<file path="config.mk">
export PLATFORM = sky130hd
export DESIGN_NAME = kernel_bank_loader
export DESIGN_NICKNAME = d
export VERILOG_FILES = /design/src/rtl/conv2d_pkg.sv /design/src/rtl/kernel_bank_mem.sv /design/src/rtl/kernel_bank_loader.sv
export SDC_FILE = /design/constraint.sdc
export NUM_CORES = 1
export LEC_CHECK = 0
export ABC_CLOCK_PERIOD_IN_PS = 2650
export BUFFER_PORTS_ARGS = -buffer_cell sky130_fd_sc_hd__buf_2
export CAP_MARGIN = 20
export CELL_PAD_IN_SITES_DETAIL_PLACEMENT = 1
export CELL_PAD_IN_SITES_GLOBAL_PLACEMENT = 1
export CORE_MARGIN = 8
export CORE_UTILIZATION = 48
export DETAILED_ROUTE_END_ITERATION = 6
export HOLD_SLACK_MARGIN = 0.06
export PLACE_DENSITY_LB_ADDON = 0.1
export SLEW_MARGIN = 10
export SYNTH_ARGS = -nofsm -noshare
export SYNTH_HDL_FRONTEND = slang
export SYNTH_SLANG_ARGS = --single-unit
</file>
<file path="constraint.sdc">
create_clock -name clk -period 2.65 [get_ports clk]
set_input_delay 0.1325 -clock clk [delete_from_list [all_inputs] [get_ports clk]]
set_output_delay 0.1325 -clock clk [all_outputs]
set_load 0.1 [all_outputs]
</file>
<file path="src/rtl/conv2d_pkg.sv">
// Shared types and defaults for the Conv2d kernel loader and convolution engine.
package conv2d_pkg;

  localparam int DATA_W_DEF = 32;
  localparam int K_DEF      = 3;

  typedef enum logic [1:0] {
    IDLE = 2'd0,
    LOAD = 2'd1,
    DONE = 2'd2
  } kbl_state_t;

  function automatic int kk(input int k);
    return k * k;
  endfunction

endpackage

</file>
<file path="src/rtl/kernel_bank_mem.sv">
// Kernel storage: NUM_KERNELS x KK words, one write port, one full-kernel-wide read.
module kernel_bank_mem
  import conv2d_pkg::*;
#(
  parameter int DATA_W      = DATA_W_DEF,
  parameter int K           = K_DEF,
  parameter int NUM_KERNELS = 4,
  localparam int KK         = kk(K),
  localparam int SEL_W      = (NUM_KERNELS > 1) ? $clog2(NUM_KERNELS) : 1,
  localparam int WORD_W     = (KK > 1) ? $clog2(KK) : 1
) (
  input  logic                 clk,
  input  logic                 we,
  input  logic [SEL_W-1:0]     wr_kernel,
  input  logic [WORD_W-1:0]    wr_word,
  input  logic [DATA_W-1:0]    wr_data,
  input  logic [SEL_W-1:0]     rd_kernel,
  output logic [KK*DATA_W-1:0] rd_data
);

  logic [DATA_W-1:0] mem [NUM_KERNELS][KK];

  always_ff @(posedge clk) begin
    if (we) mem[wr_kernel][wr_word] <= wr_data;
  end

  // rd_kernel is kept in range by the caller
  always_comb begin
    rd_data = '0;
    for (int w = 0; w < KK; w++) rd_data[w*DATA_W +: DATA_W] = mem[rd_kernel][w];
  end

endmodule

</file>
<file path="src/rtl/kernel_bank_loader.sv">
// Streams NUM_KERNELS kernels of KxK words into local storage and presents one selected kernel.
// Define KERNEL_DBUF_EN for active/shadow double buffering with a swap on load completion.
//
// state | meaning
// IDLE  | waiting for load_start after reset
// LOAD  | accepting stream words into storage
// DONE  | all kernels stored, load_kernel_done high
module kernel_bank_loader
  import conv2d_pkg::*;
#(
  parameter int DATA_W      = DATA_W_DEF,
  parameter int K           = K_DEF,
  parameter int NUM_KERNELS = 4,
  localparam int KK         = kk(K),
  localparam int SEL_W      = (NUM_KERNELS > 1) ? $clog2(NUM_KERNELS) : 1
) (
  input  logic                 clk,
  input  logic                 reset,
  input  logic                 load_start,
  input  logic [DATA_W-1:0]    kernel_in,
  input  logic                 kernel_valid,
  output logic                 kernel_ready,
  input  logic [SEL_W-1:0]     kernel_sel,
  output logic [KK*DATA_W-1:0] k_out,
  output logic                 sel_err,
  output logic                 load_kernel_done
);

  localparam int WORD_W = (KK > 1) ? $clog2(KK) : 1;

  kbl_state_t        state, state_nxt;
  logic [WORD_W-1:0] word_cnt, word_nxt;
  logic [SEL_W-1:0]  kern_cnt, kern_nxt;
  logic              accept, last_word, sel_oor;
  logic [SEL_W-1:0]  rd_kernel;
  logic [KK*DATA_W-1:0] rd_data;

  assign kernel_ready     = (state == LOAD);
  assign load_kernel_done = (state == DONE);

  // a restart pulse drops any word offered in the same cycle
  assign accept    = kernel_valid && kernel_ready && !load_start;
  assign last_word = accept && (word_cnt == WORD_W'(KK - 1))
                            && (kern_cnt == SEL_W'(NUM_KERNELS - 1));

  always_ff @(posedge clk) begin
    if (reset) begin
      state    <= IDLE;
      word_cnt <= '0;
      kern_cnt <= '0;
    end else begin
      state    <= state_nxt;
      word_cnt <= word_nxt;
      kern_cnt <= kern_nxt;
    end
  end

  always_comb begin
    state_nxt = state;
    word_nxt  = word_cnt;
    kern_nxt  = kern_cnt;
    if (load_start) begin
      state_nxt = LOAD;
      word_nxt  = '0;
      kern_nxt  = '0;
    end else begin
      case (state)
        IDLE: ;
        LOAD: begin
          if (accept) begin
            if (word_cnt == WORD_W'(KK - 1)) begin
              word_nxt = '0;
              kern_nxt = kern_cnt + SEL_W'(1);
              if (last_word) begin
                kern_nxt  = '0;
                state_nxt = DONE;
              end
            end else begin
              word_nxt = word_cnt + WORD_W'(1);
            end
          end
        end
        DONE: ;
        default: state_nxt = IDLE;
      endcase
    end
  end

  assign sel_oor   = 32'(kernel_sel) >= NUM_KERNELS;
  assign rd_kernel = sel_oor ? '0 : kernel_sel;

`ifdef KERNEL_DBUF_EN
  logic                 active;
  logic [KK*DATA_W-1:0] rd_bank0, rd_bank1;

  // swap only on a completed load; restarts and resets never reach last_word
  always_ff @(posedge clk) begin
    if (reset)          active <= 1'b0;
    else if (last_word) active <= ~active;
  end

  kernel_bank_mem #(.DATA_W(DATA_W), .K(K), .NUM_KERNELS(NUM_KERNELS)) u_bank0 (
    .clk       (clk),
    .we        (accept && active),
    .wr_kernel (kern_cnt),
    .wr_word   (word_cnt),
    .wr_data   (kernel_in),
    .rd_kernel (rd_kernel),
    .rd_data   (rd_bank0)
  );

  kernel_bank_mem #(.DATA_W(DATA_W), .K(K), .NUM_KERNELS(NUM_KERNELS)) u_bank1 (
    .clk       (clk),
    .we        (accept && !active),
    .wr_kernel (kern_cnt),
    .wr_word   (word_cnt),
    .wr_data   (kernel_in),
    .rd_kernel (rd_kernel),
    .rd_data   (rd_bank1)
  );

  assign rd_data = active ? rd_bank1 : rd_bank0;
`else
  kernel_bank_mem #(.DATA_W(DATA_W), .K(K), .NUM_KERNELS(NUM_KERNELS)) u_bank0 (
    .clk       (clk),
    .we        (accept),
    .wr_kernel (kern_cnt),
    .wr_word   (word_cnt),
    .wr_data   (kernel_in),
    .rd_kernel (rd_kernel),
    .rd_data   (rd_data)
  );
`endif

  always_ff @(posedge clk) begin
    if (reset) begin
      k_out   <= '0;
      sel_err <= 1'b0;
    end else begin
      k_out   <= sel_oor ? '0 : rd_data;
      sel_err <= sel_oor;
    end
  end

endmodule
</file>
==> results of run 1 <==
worst max-delay path by stage:
stage / to / startpoint / depth (start not counted)
after floorplan: u_bank0.mem[0][160]$_DFFE_PP_ / state[1]$_SDFFE_PP0P_ / 4
final: u_bank0.mem[0][138]$_DFFE_PP_ / state[1]$_SDFFE_PP0P_ / 5
after CTS: kernel_ready / state[0]$_SDFFE_PP0P_ / 2
after global routing: u_bank0.mem[3][279]$_DFFE_PP_ / state[0]$_SDFFE_PP0P_ / 4
after global placement: u_bank0.mem[3][280]$_DFFE_PP_ / state[1]$_SDFFE_PP0P_ / 4
after detailed placement: u_bank0.mem[3][280]$_DFFE_PP_ / state[1]$_SDFFE_PP0P_ / 4
worst register-to-register path: stages (launching register included):
cell and delay, ns:
dfxtp_1 0.33, and4bb_2 0.49, nand2_1 0.36, buf_4 0.30, nor2_4 0.13, buf_12 0.23
sequential cells by signal, indices dropped and copies added, names as in the netlist:
signal	cells
kern_cnt	2
state	2
k_out	288
u_bank0.mem	1152
word_cnt	4
cells in the final DEF (no fill, tap or decap), types with 2 or more instances in the layout:
master / n
clkbuf_8: 15
buf_8: 3
and3_2: 4
mux4_2: 288
clkbuf_2: 2
a21oi_1: 6
nor2b_1: 291
bufinv_16: 12
buf_12: 51
inv_6: 3
dlygate4sd3_1: 4
nor2_1: 2
dfxtp_1: 296
nor2_4: 32
clkbuf_1: 32
ha_1: 8
clkinv_2: 28
clkinvlp_4: 3
diode_2: 7
buf_2: 324
inv_1: 7
nand3_1: 4
buf_4: 16
o21ai_0: 4
clkinv_1: 18
edfxtp_1: 1152
nand2_1: 15
clkbuf_16: 155
metrics by stage:
step                util, %  total power (W)  std cells
floorplan                 -           0.0279       2220
global placement       52.4           0.0289       3895
detailed placement     52.4           0.0289       3895
CTS                    57.1           0.0496       4170
global route           57.1           0.0505       4171
finish                 57.1           0.0491       4177
power groups by stage:
stage / clock, W / combinational, W / sequential [W]
final: 0.0207 / 0.00355 / 0.0249
after floorplan: 0 / 0.000852 / 0.0270
after CTS: 0.0211 / 0.00362 / 0.0249
after detailed placement: 0 / 0.00361 / 0.0253
after global routing: 0.0219 / 0.00369 / 0.0249
after global placement: 0 / 0.00356 / 0.0253
cells in the mapped netlist:
library cell / number
a41oi_1: 1
conb_1: 1
ha_1: 8
o22ai_1: 1
nand3b_1: 1
clkbuf_1: 41
buf_6: 25
and4bb_2: 1
nand4bb_1: 1
nor2_1: 34
mux4_2: 288
or2_2: 1
and3_1: 4
o21ai_0: 4
inv_1: 7
buf_2: 32
dfxtp_1: 296
or4_1: 1
nor2b_1: 291
buf_4: 1
a21oi_1: 6
edfxtp_1: 1152
nand2_1: 15
and3b_1: 1
nand3_1: 4
a311oi_1: 1
nand2b_1: 1
a31oi_1: 1
per-layer routing:
| layer | part of all wire [%] | global-route usage, % |
|---|---|---|
| met1 | 42 | 29.1 |
| met2 | 49 | 34.1 |
| met3 | 6.8 | 4.88 |
| met4 | 2.5 | 6.11 |
| met5 | 0.022 | 0 |
cells by family after synthesis:
logic type	Yosys count	synth area share [%]
multiplexers	288	13.0
buffers and inverters	106	1.26
adder cells (fa/ha/maj)	8	0.200
flip-flops	1448	81.2
AO/OA/AOI/OAI	14	0.160
AND/OR/NAND/NOR	355	4.23
other	1	0.00751
cell type report:
type,instances,area [um2],area share (%)
diodes,7,17.5,0.0297
clock buffers,205,4220,7.15
clock inverters,66,642,1.09
inverters,7,26.3,0.0445
multi-input cells,666,9020,15.3
flip-flops and latches,1448,40500,68.6
well taps,1380,1730,2.93
repair buffers,398,2850,4.82
==> results.tsv, run 1 <==
stage	metric	value	unit
job	max-cap violations	0	
placement	DP Worst Slack	0.460	ns
clock_network	cts hold-fix bufs	4	
sta	final critical-path required period	2.21	ns
power_and_ir_drop	combinational share of power	7.2	%
placement	port bufs	327	
status	status	complete, no violations	
setup_path	Critical Path AT	2.61	ns
synth	syn_area_per_cell	22.5	um2
sta	Hold Fails Final Rpt	0	
setup_path	peak per-stage delay on the critical path	0.49	ns
clock_network	Clock Latency Late Sink	0.73	ns
route	# DRC	0	
global_routing	initial antenna violation count	12	
global_routing	first-pass GRT wire length	176000	um
die	Die W	339	um
clock_network	Root Driver	clkbuf_16	
setup_path	Buf/Inv on CP	2	
die	Core Area	103000	um2
setup_path	critical path required time	3.05	ns
sta	skew final	0.0202	ns
power_and_ir_drop	power share of the clock group	42.1	%
sta	fmax	452	MHz
synth	sequential cell area fraction in the yosys report	81.2	%
setup_path	Worst setup SP type	register	
clock_network	Worst-path clk slew	0.06	ns
die	die height	339	um
clock_network	CTS resizes	0	
setup_path	Setup CP Type	reg -> reg	
placement	RePlAce Congestion	0.746	
sta	RSZ-0062 raised after global routing	no	
power_and_ir_drop	P_leak	19.9	nW
route	First-pass DRT Iterations	5	
sta	min setup slack post-route	0.438	ns
hold_path	Hold WC Path Type	in -> reg	
power_and_ir_drop	peak supply drop	0.000739	V
route	1st-iter DRT viols	1970	
clock_network	Setup Buffers After CTS	0	
clock_network	TritonCTS buffer count	149	
setup_path	R2R cell count	5	
global_routing	gr ovfl total	0	
synth	syn_nets	2266	
die	I/O Pins	329	
clock_network	clk sink count	1448	
layout	FILL cells	8835	
sta	setup_tns	0	ns
synth	synthesized flop and latch total	1448	
setup_path	RR Startpoint	state[1]$_SDFFE_PP0P_	
hold_path	Hold EP	k_out[130]$_SDFF_PP0_	
setup_path	R2R Setup Slk	0.44	ns
layout	layout cells sized above 1	33.7	%
die	cell row count	118	
sta	Worst Hold Slack	0.0897	ns
synth	synthesized area	49900	um2
synth	Cells after Synth	2220	
sta	Max Slew Vio Count	0	
synth	Synth area leader	edfxtp_1	
global_routing	GRT Util Overall	21.2	%
synth	Synth cell types	28	
power_and_ir_drop	Switching Share	23.0	%
setup_path	cell family with most CP delay	simple AND/OR/NAND/NOR gates	
sta	Least-Margin Pin Slew	1.13	ns
sta	final setup fails	0	
layout	Layout area overhead	18.2	%
layout	Finished Cell Area	59000	um2
setup_path	Worst path slowest cell	and4bb_2	
synth	top cell type's share of synthesized area	69.3	%
die	Initial Utilization	48.3	%
hold_path	hold depth	3	
power_and_ir_drop	Internal Power	0.0378	W
global_routing	number of global-route vias before repair	24800	
setup_path	Crit. End Element	register	
layout	fin nets	2716	
clock_network	H-Tree Depth	4	
placement	Placed Instance Area	54100	um2
hold_path	Hold Crit Start	kernel_sel[1]	
sta	Slew headroom	24.5	%
synth	Area contributors post-synth	edfxtp_1 (69%), mux4_2 (13%), dfxtp_1 (12%), nor2b_1 (3.6%), buf_6 (0.56%)	
power_and_ir_drop	cell area power density	831	nW/um2
clock_network	clock buffer depth	3	
sta	period utilisation layout	83.5	%
route	Routed WL	123000	um
placement	HPWL Detailed	70100	um
route	routed len/inst	29.4	um
route	routed vias/inst	5.55	
power_and_ir_drop	Sw Pwr	0.0113	W
clock_network	CTS tree	done	
global_routing	largest net degree at the start of global routing	69	
setup_path	CP Cell Sequence	and4bb_2, nand2_1, buf_4, nor2_4, buf_12	
setup_path	Crit Path Max Fanout	32	
die	die area	115000	um2
power_and_ir_drop	Seq pwr share	50.6	%
route	post-route ant nets	0	
setup_path	Crit Reg-Reg Endpoint	u_bank0.mem[0][138]$_DFFE_PP_	
synth	Ys Warns	0	
route	DR vias	23200	
Power figures use the tool's default switching activity.
==> run 2, diff against run 1 <==
- ABC_CLOCK_PERIOD_IN_PS: 2650 -> 2100
- CORE_UTILIZATION: 48 -> 53
- clock period: 2.65 -> 2.1 ns (I/O delays scaled with it)
==> results.tsv, run 2 (synthesized netlist as in run 1, its figures left out) <==
stage	metric	value	unit
layout	Layout area overhead	19.7	%
die	I/O Pins	329	
clock_network	CTS tree	done	
route	post-route ant nets	0	
layout	max reg flops	1152	
die	die height	323	um
placement	Placed Instance Area	54600	um2
setup_path	cell family with most CP delay	simple AND/OR/NAND/NOR gates	
setup_path	CP Cell Sequence	nor2b_1, nand2_1, buf_4, nor2_4, buf_12	
clock_network	TritonCTS buffer count	145	
global_routing	number of global-route vias before repair	25400	
setup_path	critical path required time	2.50	ns
layout	layout cells sized above 1	34.4	%
die	Initial Utilization	53.5	%
sta	final critical-path required period	2.05	ns
global_routing	largest net degree at the start of global routing	81	
status	status	complete, no violations	
global_routing	GRT Util Overall	23.9	%
layout	fin nets	2810	
die	cell row count	112	
placement	port bufs	327	
clock_network	Root Driver	clkbuf_16	
clock_network	clock buffer depth	3	
route	DR vias	23400	
route	# DRC	0	
die	die area	104000	um2
setup_path	Worst setup SP type	register	
setup_path	peak per-stage delay on the critical path	0.47	ns
route	First-pass DRT Iterations	5	
die	Core Area	93300	um2
sta	Hold Fails Final Rpt	0	
die	Die W	323	um
layout	Most flops, register	u_bank0.mem	
global_routing	gr ovfl total	0	
power_and_ir_drop	P_leak	20.4	nW
clock_network	Setup Buffers After CTS	0	
layout	largest registers	u_bank0.mem x1152, k_out x288, word_cnt x4	
sta	fmax	488	MHz
layout	leading cell types in the layout, fill and taps excluded	edfxtp_1 (1152), buf_2 (322), dfxtp_1 (296)	
setup_path	Critical Path AT	2.45	ns
sta	Max Slew Vio Count	0	
sta	skew final	0.0394	ns
setup_path	R2R Setup Slk	0.05	ns
power_and_ir_drop	peak supply drop	0.000752	V
clock_network	clk sink count	1448	
sta	Least-Margin Pin Slew	1.07	ns
route	routed len/inst	30.0	um
job	max-cap violations	0	
global_routing	first-pass GRT wire length	178000	um
power_and_ir_drop	cell area power density	1030	nW/um2
setup_path	Buf/Inv on CP	2	
sta	Slew headroom	28.6	%
clock_network	H-Tree Depth	4	
clock_network	Worst-path clk slew	0.06	ns
setup_path	Crit. End Element	register	
clock_network	Clock Latency Late Sink	0.75	ns
hold_path	Hold WC Path Type	in -> reg	
sta	period utilisation layout	97.5	%
setup_path	Setup CP Type	reg -> reg	
setup_path	Crit Path Max Fanout	32	
layout	Finished Cell Area	59700	um2
route	1st-iter DRT viols	2290	
layout	post-route core utilization	64.0	%
route	Routed WL	124000	um
setup_path	Worst path slowest cell	dfxtp_1	
sta	RSZ-0062 raised after global routing	no	
global_routing	initial antenna violation count	10	
placement	HPWL Detailed	74900	um
sta	final setup fails	0	
layout	commonest non-fill, non-tap cell in the layout	edfxtp_1	
placement	RePlAce Congestion	0.765	
route	routed vias/inst	5.64	
-- run 2: changes by cell type in the layout (fill, tap and decap cells not counted), moves of 3 or more --
cell	before	now
and3_1	0	4
and3_2	4	0
buf_12	51	65
buf_4	16	74
bufinv_16	12	7
clkbuf_1	32	48
clkbuf_16	155	158
clkinv_1	18	15
clkinv_2	28	10
clkinvlp_4	3	0
dlygate4sd3_1	4	32
nor2_2	0	8
nor2_4	32	24
-- run 2: power by group --
group          switching [W]  leakage (nW)  internal [W]
sequential          0.000114          12.8        0.0312
combinational        0.00364          5.23       0.00106
clock                 0.0105          2.35        0.0153
total                 0.0143          20.4        0.0475
-- run 2: timing repair --
action,4_1_cts,5_1_grt
endpoints found under the setup margin,2,1
cloned,0,0
hold endpoints to repair,727,16
hold buffers,31,1
resized for setup,2,1
-- run 2: path summary, 6_finish.rpt --
kind                                 start  cells past startpoint                       endpoint
setup / recovery  word_cnt[2]$_SDFFE_PP0P_                      5   u_bank0.mem[0][72]$_DFFE_PP_
hold / removal               kernel_in[16]                      1  u_bank0.mem[2][144]$_DFFE_PP_
setup reg to reg  word_cnt[2]$_SDFFE_PP0P_                      5   u_bank0.mem[0][72]$_DFFE_PP_
hold reg to reg   kern_cnt[1]$_SDFFE_PP0P_                      2       kern_cnt[1]$_SDFFE_PP0P_
-- run 2: area by class of cell --
type / count / area [um2]
Tap cell: 1254 / 1570
Sequential cell: 1448 / 40500
Fill cell: 7663 / 33600
Inverter: 7 / 26.3
Timing Repair Buffer: 496 / 3830
Clock buffer: 225 / 4380
Antenna cell: 8 / 20.0
Clock inverter: 42 / 417
Multi-Input combinational cell: 666 / 8980
-- run 2: per-layer routing --
metal	up-vias	routed length (um)	part of all wire (%)	GRT usage, %
li1	9896	-	-	-
met1	12400	48900	39	31.3
met2	915	62200	50	39.6
met3	169	9090	7.3	5.73
met4	0	3970	3.2	8.20
met5	-	0	0	0
-- run 2: worst reg2reg max path, stage by stage, from the launching register on --
cell and delay [ns]:
dfxtp_1 0.47, nor2b_1 0.33, nand2_1 0.31, buf_4 0.26
nor2_4 0.10, buf_12 0.22
-- run 2: per-stage QoR --
step / hold WS, ns / std cells / TNS (ns) / setup WS [ns] / power [W]
floorplan: 0.204 / 2220 / -463.60 / -0.514 / 0.0352
global placement: 0.340 / 3838 / 0 / 0.227 / 0.0366
detailed placement: 0.339 / 3838 / 0 / 0.134 / 0.0366
CTS: 0.0884 / 4136 / 0 / 0.0267 / 0.0623
global route: 0.113 / 4138 / 0 / 0.00678 / 0.0635
finish: 0.122 / 4146 / 0 / 0.0520 / 0.0618
